===== config.mk =====
export PLATFORM = sky130hd
export DESIGN_NAME = mlp_seq
export DESIGN_NICKNAME = d
export VERILOG_FILES = /design/src/rtl/mlp_pkg.sv /design/src/rtl/mlp_mac.sv /design/src/rtl/mlp_seq.sv
export SDC_FILE = /design/constraint.sdc
export NUM_CORES = 1
export LEC_CHECK = 0
export ABC_AREA = 1
export BUFFER_PORTS_ARGS = -buffer_cell sky130_fd_sc_hd__buf_2
export CORE_AREA = 5 5 530 532
export CTS_BUF_LIST = sky130_fd_sc_hd__clkbuf_4
export DETAILED_ROUTE_END_ITERATION = 6
export DIE_AREA = 0 0 535 537
export HOLD_SLACK_MARGIN = 0.03
export PLACE_DENSITY_LB_ADDON = 0.15
export SLEW_MARGIN = 40
export SYNTH_ARGS = -nofsm -noshare
export SYNTH_HDL_FRONTEND = slang
export SYNTH_HIERARCHICAL = 1
export SYNTH_SLANG_ARGS = --single-unit

===== constraint.sdc =====
create_clock -name clk_i -period 15.6 [get_ports clk_i]
set_clock_uncertainty 0.1 [all_clocks]
set_input_delay 3.12 -clock clk_i [delete_from_list [all_inputs] [get_ports clk_i]]
set_output_delay 3.12 -clock clk_i [all_outputs]
set_load 0.05 [all_outputs]

===== src/rtl/mlp_pkg.sv =====
// mlp_pkg: shared types and fixed-point helpers for mlp_seq; MLP_SEQ_SAT_EN selects saturating requant
package mlp_pkg;
    typedef enum logic [1:0] {IDLE, L1, L2, DONE} state_t;
    typedef logic signed [63:0] wide_t;
    function automatic int acc_width(int dw, int n_in, int n_hid);
        return 2 * dw + $clog2((n_in > n_hid ? n_in : n_hid) + 1);
    endfunction
    function automatic wide_t requant(wide_t acc, int dw, int shift);
        wide_t sh = acc >>> shift;
`ifdef MLP_SEQ_SAT_EN
        wide_t hi = (64'sd1 <<< (dw - 1)) - 64'sd1;
        wide_t lo = -(64'sd1 <<< (dw - 1));
        return sh > hi ? hi : (sh < lo ? lo : sh);
`else
        // keep only the low dw bits, sign-extended, so relu sees the wrapped value
        return (sh <<< (64 - dw)) >>> (64 - dw);
`endif
    endfunction
    function automatic wide_t relu(wide_t x);
        return x < 0 ? '0 : x;
    endfunction
endpackage


===== src/rtl/mlp_mac.sv =====
// mlp_mac: registered signed multiply-accumulate; load restarts the sum from a sign-extended bias
module mlp_mac #(
    parameter int DW = 8,
    parameter int AW = 20
) (
    input  logic                 clk_i,
    input  logic                 rstn_i,
    input  logic                 en,
    input  logic                 load,
    input  logic signed [DW-1:0] bias,
    input  logic signed [DW-1:0] a,
    input  logic signed [DW-1:0] b,
    output logic signed [AW-1:0] acc_next
);
    logic signed [AW-1:0]   acc;
    logic signed [2*DW-1:0] prod;
    assign prod     = a * b;
    assign acc_next = (load ? AW'(bias) : acc) + AW'(prod);
    always_ff @(posedge clk_i or negedge rstn_i)
        if (!rstn_i) acc <= '0;
        else if (en) acc <= acc_next;
endmodule


===== src/rtl/mlp_seq.sv =====
// mlp_seq: time-multiplexed two-layer MLP (ReLU hidden layer) on one MAC, valid/ready in and out.
// Build option MLP_SEQ_SAT_EN: saturating requant; otherwise results wrap to DW bits.
module mlp_seq
    import mlp_pkg::*;
#(
    parameter int DW    = 8,
    parameter int N_IN  = 6,
    parameter int N_HID = 16,
    parameter int N_OUT = 3,
    parameter int SHIFT = 0
) (
    input  logic                        clk_i,
    input  logic                        rstn_i,
    input  logic                        in_valid_i,
    output logic                        in_ready_o,
    input  logic [N_IN*DW-1:0]          din_i,
    input  logic [N_IN*N_HID*DW-1:0]    w1_i,
    input  logic [N_HID*DW-1:0]         b1_i,
    input  logic [N_HID*N_OUT*DW-1:0]   w2_i,
    input  logic [N_OUT*DW-1:0]         b2_i,
    output logic                        out_valid_o,
    input  logic                        out_ready_i,
    output logic [N_OUT*DW-1:0]         dout_o,
    output logic                        busy_o
);
    localparam int ACC_W = acc_width(DW, N_IN, N_HID);
    localparam int MX0   = N_IN > N_HID ? N_IN : N_HID;
    localparam int MX    = MX0 > N_OUT ? MX0 : N_OUT;
    localparam int IW    = $clog2(MX + 1);

    state_t               state, state_nxt;
    logic [IW-1:0]        k, n;
    logic signed [DW-1:0] din_r [N_IN];
    logic signed [DW-1:0] h [N_HID];
    logic signed [DW-1:0] y [N_OUT];
    logic signed [DW-1:0] op_a, op_b, op_bias, rq, hq;
    logic signed [ACC_W-1:0] acc_next;
    logic                 step, last_k, last_n;

    always_comb begin
        step       = state == L1 || state == L2;
        last_k     = state == L1 ? k == IW'(N_IN - 1) : k == IW'(N_HID - 1);
        last_n     = state == L1 ? n == IW'(N_HID - 1) : n == IW'(N_OUT - 1);
        in_ready_o = state == IDLE;
        busy_o     = state != IDLE;
        state_nxt  = state == IDLE ? (in_valid_i ? L1 : IDLE) :
                     state == DONE ? ((out_valid_o && out_ready_i) ? IDLE : DONE) :
                     (last_k && last_n) ? (state == L1 ? L2 : DONE) : state;
    end

    // operand selection: layer 1 reads the captured input, layer 2 the hidden buffer
    always_comb begin
        op_a    = '0;
        op_b    = '0;
        op_bias = '0;
        for (int i = 0; i < N_IN; i++)
            if (state == L1 && k == IW'(i)) op_a = din_r[i];
        for (int i = 0; i < N_HID; i++)
            if (state == L2 && k == IW'(i)) op_a = h[i];
        for (int i = 0; i < N_IN; i++)
            for (int j = 0; j < N_HID; j++)
                if (state == L1 && k == IW'(i) && n == IW'(j)) op_b = w1_i[(i*N_HID+j)*DW +: DW];
        for (int i = 0; i < N_HID; i++)
            for (int j = 0; j < N_OUT; j++)
                if (state == L2 && k == IW'(i) && n == IW'(j)) op_b = w2_i[(i*N_OUT+j)*DW +: DW];
        for (int j = 0; j < N_HID; j++)
            if (state == L1 && n == IW'(j)) op_bias = b1_i[j*DW +: DW];
        for (int j = 0; j < N_OUT; j++)
            if (state == L2 && n == IW'(j)) op_bias = b2_i[j*DW +: DW];
    end

    mlp_mac #(.DW(DW), .AW(ACC_W)) u_mac (
        .clk_i    (clk_i),
        .rstn_i   (rstn_i),
        .en       (step),
        .load     (k == '0),
        .bias     (op_bias),
        .a        (op_a),
        .b        (op_b),
        .acc_next (acc_next)
    );

    assign rq = DW'(requant(64'(acc_next), DW, SHIFT));
    assign hq = DW'(relu(requant(64'(acc_next), DW, SHIFT)));

    always_ff @(posedge clk_i or negedge rstn_i)
        if (!rstn_i) begin
            state       <= IDLE;
            k           <= '0;
            n           <= '0;
            out_valid_o <= 1'b0;
            dout_o      <= '0;
        end else begin
            state <= state_nxt;
            if (step) begin
                k <= last_k ? '0 : k + 1'b1;
                if (last_k) n <= last_n ? '0 : n + 1'b1;
            end
            // first DONE cycle publishes the result, later cycles wait for the consumer
            if (state == DONE) begin
                if (!out_valid_o) begin
                    out_valid_o <= 1'b1;
                    for (int j = 0; j < N_OUT; j++) dout_o[j*DW +: DW] <= y[j];
                end else if (out_ready_i) out_valid_o <= 1'b0;
            end
        end

    always_ff @(posedge clk_i) begin
        if (in_valid_i && state == IDLE)
            for (int i = 0; i < N_IN; i++) din_r[i] <= din_i[i*DW +: DW];
        for (int i = 0; i < N_HID; i++)
            if (state == L1 && last_k && n == IW'(i)) h[i] <= hq;
        for (int j = 0; j < N_OUT; j++)
            if (state == L2 && last_k && n == IW'(j)) y[j] <= rq;
    end
endmodule


* Yosys cells after proc, flatten, opt, wreduce, memory -nomap -nowiden *
Memories as Yosys holds them, arrays and structs flattened. A register that Yosys moved wholly into a read port is not among the register bits.
Cells that the tools add are included.

word-level totals
  output and inout port bits = 27
  register bits after elaboration = 34
  input port bits = 1,356
  memories kept = 3
  bits in writable memories = 200

operators by class
  reduce and logical (&&, ||, !) cells = 237
  bitwise gates (word level) = 1
  $mul = 1
  multiplexer cells = 290
  order comparisons = 1
  $add $sub $neg = 3
  equal/unequal tests = 33

memories
  name   depth  bits a word  read ports  clocked after memory_dff  wr ports  RTL line       text
  h      16     8            16          0                         1         mlp_seq.sv:34  logic signed [DW-1:0] h [N_HID];
  din_r  6      8            6           0                         6         mlp_seq.sv:33  logic signed [DW-1:0] din_r [N_IN];
  y      3      8            3           3                         1         mlp_seq.sv:35  logic signed [DW-1:0] y [N_OUT];

operator list
  cell                                                                          number
  8-bit two-way mux                                                             203
  1-bit logical AND                                                             209
  8-bit OR reduction                                                            17
  5-bit by 4-bit equality test with 1-bit output, second input constant         16
  1-bit two-way mux                                                             63
  4-bit two-way mux                                                             15
  5-bit by 3-bit equality test with 1-bit output, second input constant         8
  21-bit by 16-bit adder with 21-bit output                                     1
  21-bit two-way mux                                                            1
  5-bit by 2-bit equality test with 1-bit output, second input constant         4
  8-bit by 8-bit multiplier with 16-bit output                                  1
  2-bit two-way mux                                                             6
  5-bit by 1-bit adder with 5-bit output, second input constant                 2
  5-bit by 1-bit equality test with 1-bit output, second input constant         2
  5-bit logical NOT                                                             2
  5-bit two-way mux                                                             2
  8-bit by 1-bit less-than comparator with 1-bit output, second input constant  1
  2-bit equality test, second input constant                                    2
  2-bit AND reduction                                                           2
  1-bit logical NOT                                                             3
  3-bit nonzero test                                                            1
  2-bit by 1-bit equality test with 1-bit output, second input constant         1
  2-bit logical NOT                                                             1
  2-bit nonzero test                                                            1
  other kinds (2)                                                               2

* Logic depth before layout (Yosys ltp) *
Gate-level depths: netlist (run 1).

  word-level depth = 166
  depth in mapped cells = 184
  depth with buffers taken out = 183

* By module *
Netlist (run 1), hierarchy kept.

modules (own cells, without submodules)
  module   cells an instance  area each (µm²)  times used
  mlp_seq  4,863              26,253.9         1
  mlp_mac  635                4,996.0          1

* Least setup slack after synthesis (run 1) *
No wires, ideal clock.

  path kind = input-to-reg
  start = input w1_i[0]
  end = memory h[0][0], data pin
  setup slack = 0.641 ns
  library setup time = 0.325 ns
  buffers on the path = 1
  stages = 171
  arrival = 14.535 ns
  cell sequence = nand3_1 -> nand3_1 -> nand2_1 -> nand2_1 -> nand2_1 -> nand2_1 -> nand2_1 -> nand2_1 -> nand2_1 -> nand3_1 -> nand2_1 -> nand3_1 -> nand3_1 -> nand4_1 -> nand2_1 -> nand2_1 -> nand2_1 -> nand2_1 -> (+135 left out) -> nand2_1 -> nand2_1 -> nand2_1 -> nand2_1 -> nand2_1 -> nand2_1 -> nand2_1 -> clkbuf_1 -> nand2_1 -> fa_1 -> inv_1 -> fa_1 -> fa_1 -> fa_1 -> fa_1 -> ha_1 -> xor2_1 -> nor2_1

on the way
  longest elaborated chain between the ends = 163

ends and longest elaborated chain
  item                                                     RTL line       text
  from (decl)                                              mlp_seq.sv:17  input logic [N_IN*N_HID*DW-1:0] w1_i,
  8-bit two-way mux * (96 in a row)                        mlp_seq.sv:62  if (state == L1 && k == IW'(i) && n == IW'(j)) op_b = w1_i[(i*N_HID+j)*DW +: DW];
  8-bit two-way mux * (48 in a row)                        mlp_seq.sv:65  if (state == L2 && k == IW'(i) && n == IW'(j)) op_b = w2_i[(i*N_OUT+j)*DW +: DW];
  via op_b[0]                                              mlp_seq.sv:36  logic signed [DW-1:0] op_a, op_b, op_bias, rq, hq;
  8-bit by 8-bit multiplier with 16-bit output *           mlp_mac.sv:17  assign prod = a * b;
  21-bit by 16-bit adder with 21-bit output *              mlp_mac.sv:18  assign acc_next = (load ? AW'(bias) : acc) + AW'(prod);
  via acc_next[7]                                          mlp_seq.sv:37  logic signed [ACC_W-1:0] acc_next;
  8-bit by 1-bit less-than comparator with 1-bit output *  mlp_pkg.sv:20  return x < 0 ? '0 : x;
  8-bit two-way mux *                                      mlp_pkg.sv:20
  via hq[0]                                                mlp_seq.sv:36
  8-bit two-way mux (no line) (14 in a row)                -
  8-bit two-way mux (no line) *                            -
  to (decl)                                                mlp_seq.sv:34

The timed path passes the listed nets; every way through them passes the cells marked *.

* Worst setup path in the final report (run 1) *
  start = input w1_i[15]
  end = memory h[6][0], in the netlist h[0][48], data pin

on the way
  longest elaborated chain between the ends = 162

ends and longest elaborated chain
  item                                                     RTL line
  8-bit two-way mux * (95 in a row)                        mlp_seq.sv:62
  8-bit two-way mux * (48 in a row)                        mlp_seq.sv:65
  via op_b[7]                                              mlp_seq.sv:36
  8-bit by 8-bit multiplier with 16-bit output *           mlp_mac.sv:17
  21-bit by 16-bit adder with 21-bit output *              mlp_mac.sv:18
  via acc_next[7]                                          mlp_seq.sv:37
  8-bit by 1-bit less-than comparator with 1-bit output *  mlp_pkg.sv:20
  8-bit two-way mux *                                      mlp_pkg.sv:20
  8-bit two-way mux (no line) (14 in a row)                -
  8-bit two-way mux (no line) *                            -

Marks and branches as above.

==> impl_metrics.yaml, run 1 <==
worst_hold_path:
  hp-class: "flip-flop to flip-flop"
grt:
  grt_pass1_vias: 40672
  grt_start_max_net_pins: 49
  grt_use_total_pct: 17.28
  grt_remaining_overflow: 0
  antenna_found_initial: 199
  grt_pass1_wl_um: 344800
clocking:
  cts_buffers: 68
  cts_sinks: 229
  path_clk_slew_ns: 0.08
  cts_tree: "yes"
  cts_hold_buf: 0
  cts-root-buf: "clkbuf_4"
  cts_buffer_depth: 3
  ctsHtreeMaxLevel: 3
  insertion_delay_ns: 0.90
finish:
  seq_area_um2: 6651
  postLayoutCoreUtil_pct: 16.26
  multiInputGateArea_um2: 18460
  stdcell_count: 10583
  nFillCells: 32824
  drive_gt1_share_pct: 36.37
  final_nets: 8157
  synthToLayoutAreaGrowth_pct: 61.19
sta:
  finalMaxSlewViolations: 0
  setup_tns_ns: -182.03
  setup_viol: 128
  finalCriticalPeriod_ns: 17.14
  hold_violations: 0
  tightest_slew_ns: 0.8077
  min_period_over_period_pct: 109.8
  worst_slack_ns: -1.536
  rsz0062_at_grt: "true"
  maxClockFrequency_ghz: 0.05836
  slew_headroom_pct: 46.10
floorplan:
  core_area_um2: 275500
  initial_core_util_pct: 10.09
  die_area_um2: 287300
  io_pins: 1383
  die-height_um: 537
  die_x_um: 535
  rows: 193
setup_path:
  cp-start-kind: "primary input"
  critPathRequiredTime_ns: 16.08
  crit_type: "primary input to flip-flop"
  crit_top_cell: "nand2_1"
  slowest_delay_ns: 0.54
  slowest_stage: "fa_1"
  endpoint_kind: "flip-flop"
  cp_max_fo: 8
  critPathArrivalTime_ns: 17.62
run:
  maxCapViolations: 0
place:
  dpl.hpwl_um: 228300
  place_ws_ns: -5.100
  dp_cells: 10368
  gp_congestion: 0.9299
  portBuffers: 1382
drt:
  dr_wl_met2_um: 122400
  wire_per_inst_um: 24.66
  num_vias: 39635
  drc: 0
  antenna_left: 0
  top_layer: "met5"
  via_per_inst: 3.745
  firstDrtPassIters: 5
  wirelength_um: 260900
  drt-met1-wl_um: 115700
  dr_wl_met3_um: 15780
  drt-initial-drc-count: 2448
outcome:
  violations: "setup timing"
  status: "finished with violations"
yosys:
  avgSynthCellArea_um2: 5.498
  syn_nets: 6473
  netlist_area_um2: 27800
  synth.yosys.warnings: 6
  synthCells: 5056
pwr:
  irDropWorstVdd_uv: 396.2
  p_per_area_nw_per_um2: 181.6
  total_leakage_power_uw: 0.02239
timing repair:
| action | in CTS | in global routing |
|---|---|---|
| pin swaps | 85 | 193 |
| setup endpoints to repair | 136 | 144 |
| setup buffers | 6 | 7 |
| endpoints found under the hold margin | 0 | 0 |
| gates resized for setup | 213 | 189 |
| gates cloned | 1 | 0 |
final timing paths:
| check | end | slack, ns | depth (start not counted) | startpoint |
|---|---|---|---|---|
| worst max-delay path | h[0][48]$_DFFE_PP_ | -1.54 | 168 | w1_i[15] |
| worst min-delay path | dout_o[19]$_DFFE_PN0P_ | 0.35 | 1 | y[0][19]$_DFFE_PP_ |
| worst max register to register | h[0][48]$_DFFE_PP_ | -1.03 | 174 | n[0]$_DFFE_PN0P_ |
| worst min register to register | dout_o[19]$_DFFE_PN0P_ | 0.35 | 1 | y[0][19]$_DFFE_PP_ |
| max in group asynchronous | n[2]$_DFFE_PN0P_ | 12.64 | 2 | rstn_i |
| min in group asynchronous | dout_o[10]$_DFFE_PN0P_ | 2.23 | 2 | rstn_i |
report_power, final:
part           internal (uW)  switching [uW]  leakage, uW
clock                    279             317     0.000488
combinational           2330            3840       0.0197
sequential              1330            36.8      0.00222
total                   3940            4200       0.0224
layout make-up:
| class | instances | area share [%] |
|---|---|---|
| multi-input combinational | 3713 | 41.19 |
| timing repair buffer | 1809 | 23.60 |
| sequential | 229 | 14.84 |
| tap | 3705 | 10.35 |
| inverter | 919 | 7.704 |
| clock buffer | 94 | 1.575 |
| antenna | 90 | 0.5026 |
| clock inverter | 24 | 0.2401 |
critical path, delay by kind of cell:
family	cells	cell delay [ns]
adders and majority gates	6	2.79
and+or+nand+nor	154	10.72
AOI/OAI and AO/OA	2	0.21
buffers and inverters	5	0.52
xor gates and xnor gates	1	0.18
sequential cells by signal, indices dropped and copies added, names as in the netlist:
name / cells
out_valid_o: 1
n: 5
u_mac/acc: 8
y: 24
state: 2
dout_o: 24
din_r: 48
h: 112
k: 5
per-layer routing:
layer  vias up  track usage, %
li1      19082               -
met1     18582           22.64
met2      1520           28.79
met3       379           3.544
met4        72           4.616
met5         -               0
metrics by stage:
step	hold WS (ns)	area [um2]	power [uW]
finish	0.3463	44810	8136
floorplan	0.3555	27800	3783
global route	0.3901	44700	8873
global placement	0.3647	42130	6431
detailed placement	0.3640	42220	6485
CTS	0.3640	43890	8048
cell usage in the layout (no fill, tap or decap), types with 27 or more instances in the layout:
| master | n |
|---|---|
| nand2_1 | 1800 |
| buf_2 | 1378 |
| inv_1 | 883 |
| o21ai_0 | 409 |
| buf_4 | 389 |
| nor2_1 | 365 |
| nand3_1 | 229 |
| nand2_2 | 226 |
| a21oi_1 | 197 |
| edfxtp_1 | 184 |
| or2_2 | 96 |
| clkbuf_4 | 94 |
| diode_2 | 90 |
| dfrtp_1 | 45 |
| nand2_4 | 44 |
| nor2_2 | 43 |
| o211ai_1 | 43 |
| buf_12 | 32 |
| nand3_2 | 30 |
| inv_2 | 27 |
No activity file was read; power rests on OpenSTA's default activity.
==> run 2: changes to the inputs <==
==> constraint.sdc (replaced) <==
create_clock -name clk_i -period 15.6 [get_ports clk_i]
set_clock_uncertainty 0.1 [all_clocks]
set_input_delay 0.78 -clock clk_i [delete_from_list [all_inputs] [get_ports clk_i]]
set_output_delay 0.78 -clock clk_i [all_outputs]
set_load 0.05 [all_outputs]
==> impl_metrics.yaml, run 2 (synthesis gave the netlist of run 1 again) <==
outcome:
  status: "finished with violations"
  violations: "setup timing"
finish:
  nFillCells: 32699
  final_nets: 8204
  synthToLayoutAreaGrowth_pct: 62.46
  seq_area_um2: 6651
  postLayoutCoreUtil_pct: 16.39
  reg_top3: "h x112, din_r x48"
  drive_gt1_share_pct: 35.64
  final_common_cell: "nand2_1"
  final_cell_mix: "nand2_1 (1815), buf_2 (1382), inv_1 (880)"
  largest_register: "h"
  largest_reg_flops: 112
  multiInputGateArea_um2: 18350
clocking:
  ctsHtreeMaxLevel: 3
  cts_buffers: 68
  cts_buffer_depth: 3
  insertion_delay_ns: 0.90
  cts-root-buf: "clkbuf_4"
  cts_sinks: 229
  path_clk_slew_ns: 0.07
  cts_tree: "yes"
drt:
  wire_per_inst_um: 24.96
  wirelength_um: 264900
  num_vias: 39947
  antenna_left: 0
  drt-initial-drc-count: 2704
  via_per_inst: 3.764
  firstDrtPassIters: 6
  drc: 0
place:
  place_ws_ns: -3.430
  portBuffers: 1382
  gp_congestion: 0.9340
  dpl.hpwl_um: 232200
floorplan:
  core_area_um2: 275500
  initial_core_util_pct: 10.09
  die_area_um2: 287300
  io_pins: 1383
  die_x_um: 535
  die-height_um: 537
  rows: 193
sta:
  tightest_slew_ns: 0.8543
  worst_slack_ns: -0.8056
  setup_viol: 121
  rsz0062_at_grt: "true"
  finalMaxSlewViolations: 0
  hold_violations: 0
  maxClockFrequency_ghz: 0.06095
  slew_headroom_pct: 42.78
  finalCriticalPeriod_ns: 16.41
  min_period_over_period_pct: 105.2
setup_path:
  cp-start-kind: "flip-flop"
  critPathRequiredTime_ns: 16.07
  critPathArrivalTime_ns: 16.87
  crit_top_cell: "nand2_1"
  crit_type: "flip-flop to flip-flop"
  cp_max_fo: 16
  endpoint_kind: "flip-flop"
  slowest_delay_ns: 0.54
  slowest_stage: "fa_1"
grt:
  grt_pass1_vias: 40649
  grt_remaining_overflow: 0
  grt_use_total_pct: 17.56
  grt_pass1_wl_um: 350400
  antenna_found_initial: 175
  grt_start_max_net_pins: 49
run:
  maxCapViolations: 0
pwr:
  total_leakage_power_uw: 0.02257
  irDropWorstVdd_uv: 544.1
  p_per_area_nw_per_um2: 183.0
worst_hold_path:
  hp-class: "flip-flop to flip-flop"
[run 2: cell count changes in the layout (fill, tap and decap cells not counted), sizes merged]
cell         before   now
buf            1809  1806
inv             911   910
clkinvlp          2     3
clkbuf           94    91
diode            90    74
bufinv            0     1
dlygate4sd3       0    50
[run 2: where the power goes]
group | total [uW] | switching [uW] | internal [uW]
logic | 6290 | 3940 | 2350
registers | 1360 | 35.7 | 1330
clock network | 607 | 315 | 292
total | 8260 | 4290 | 3970
[run 2: worst paths after layout]
path / start / end / slack, ns / cells past startpoint
max: k[0]$_DFFE_PN0P_ / h[0][15]$_DFFE_PP_ / -0.81 / 184
min: y[0][0]$_DFFE_PP_ / dout_o[0]$_DFFE_PN0P_ / 0.37 / 1
max reg2reg: k[0]$_DFFE_PN0P_ / h[0][15]$_DFFE_PP_ / -0.81 / 184
min reg2reg: y[0][0]$_DFFE_PP_ / dout_o[0]$_DFFE_PN0P_ / 0.37 / 1
max in group asynchronous: rstn_i / n[0]$_DFFE_PN0P_ / 14.47 / 3
min in group asynchronous: rstn_i / dout_o[13]$_DFFE_PN0P_ / 0.45 / 3
[run 2: area by class of cell]
class | count | area share, %
Clock inverter | 25 | 0.3491
Antenna cell | 74 | 0.4100
Clock buffer | 91 | 1.513
Sequential cell | 229 | 14.73
Multi-Input combinational cell | 3713 | 40.62
Tap cell | 3705 | 10.26
Timing Repair Buffer | 1856 | 24.46
Inverter | 919 | 7.647
[run 2: what timing repair did]
| action | in CTS | in global routing |
|---|---|---|
| hold endpoints to repair | 95 | 0 |
| hold buffers | 50 | 0 |
| gates cloned | 1 | 0 |
| setup buffers | 13 | 13 |
| pin swaps | 83 | 274 |
| gates resized for setup | 136 | 248 |
| setup endpoints to repair | 132 | 136 |
[run 2: worst max-delay path: cells and delay by family (launching register included)]
family          cells  cell delay [ns]
xor+xnor            1             0.19
compound gates      2             0.11
buf+inv            11             1.29
flops               1             0.39
fa+ha+maj           7             3.08
simple gates      163            10.86
[run 2: per-stage QoR]
| step | instance area, um2 | hold slack [ns] | power, uW | setup TNS (ns) | std cells |
|---|---|---|---|---|---|
| finish | 45160 | 0.3675 | 8263 | -89.75 | 10612 |
| global route | 45050 | 0.3403 | 8981 | -284.70 | 10567 |
| CTS | 44110 | 0.2040 | 8114 | -171.92 | 10530 |
| detailed placement | 42110 | 0.3654 | 6513 | -405.34 | 10351 |
| global placement | 42020 | 0.3592 | 6457 | -451.50 | 10351 |
| floorplan | 27800 | 0.3555 | 3783 | 0 | 5056 |
[run 2: metal layers]
| layer | track usage, % | part of all wire (%) |
|---|---|---|
| met5 | 0 | 0.19 |
| met3 | 3.262 | 5.4 |
| met2 | 29.88 | 48 |
| met4 | 2.733 | 1.5 |
| met1 | 23.46 | 45 |
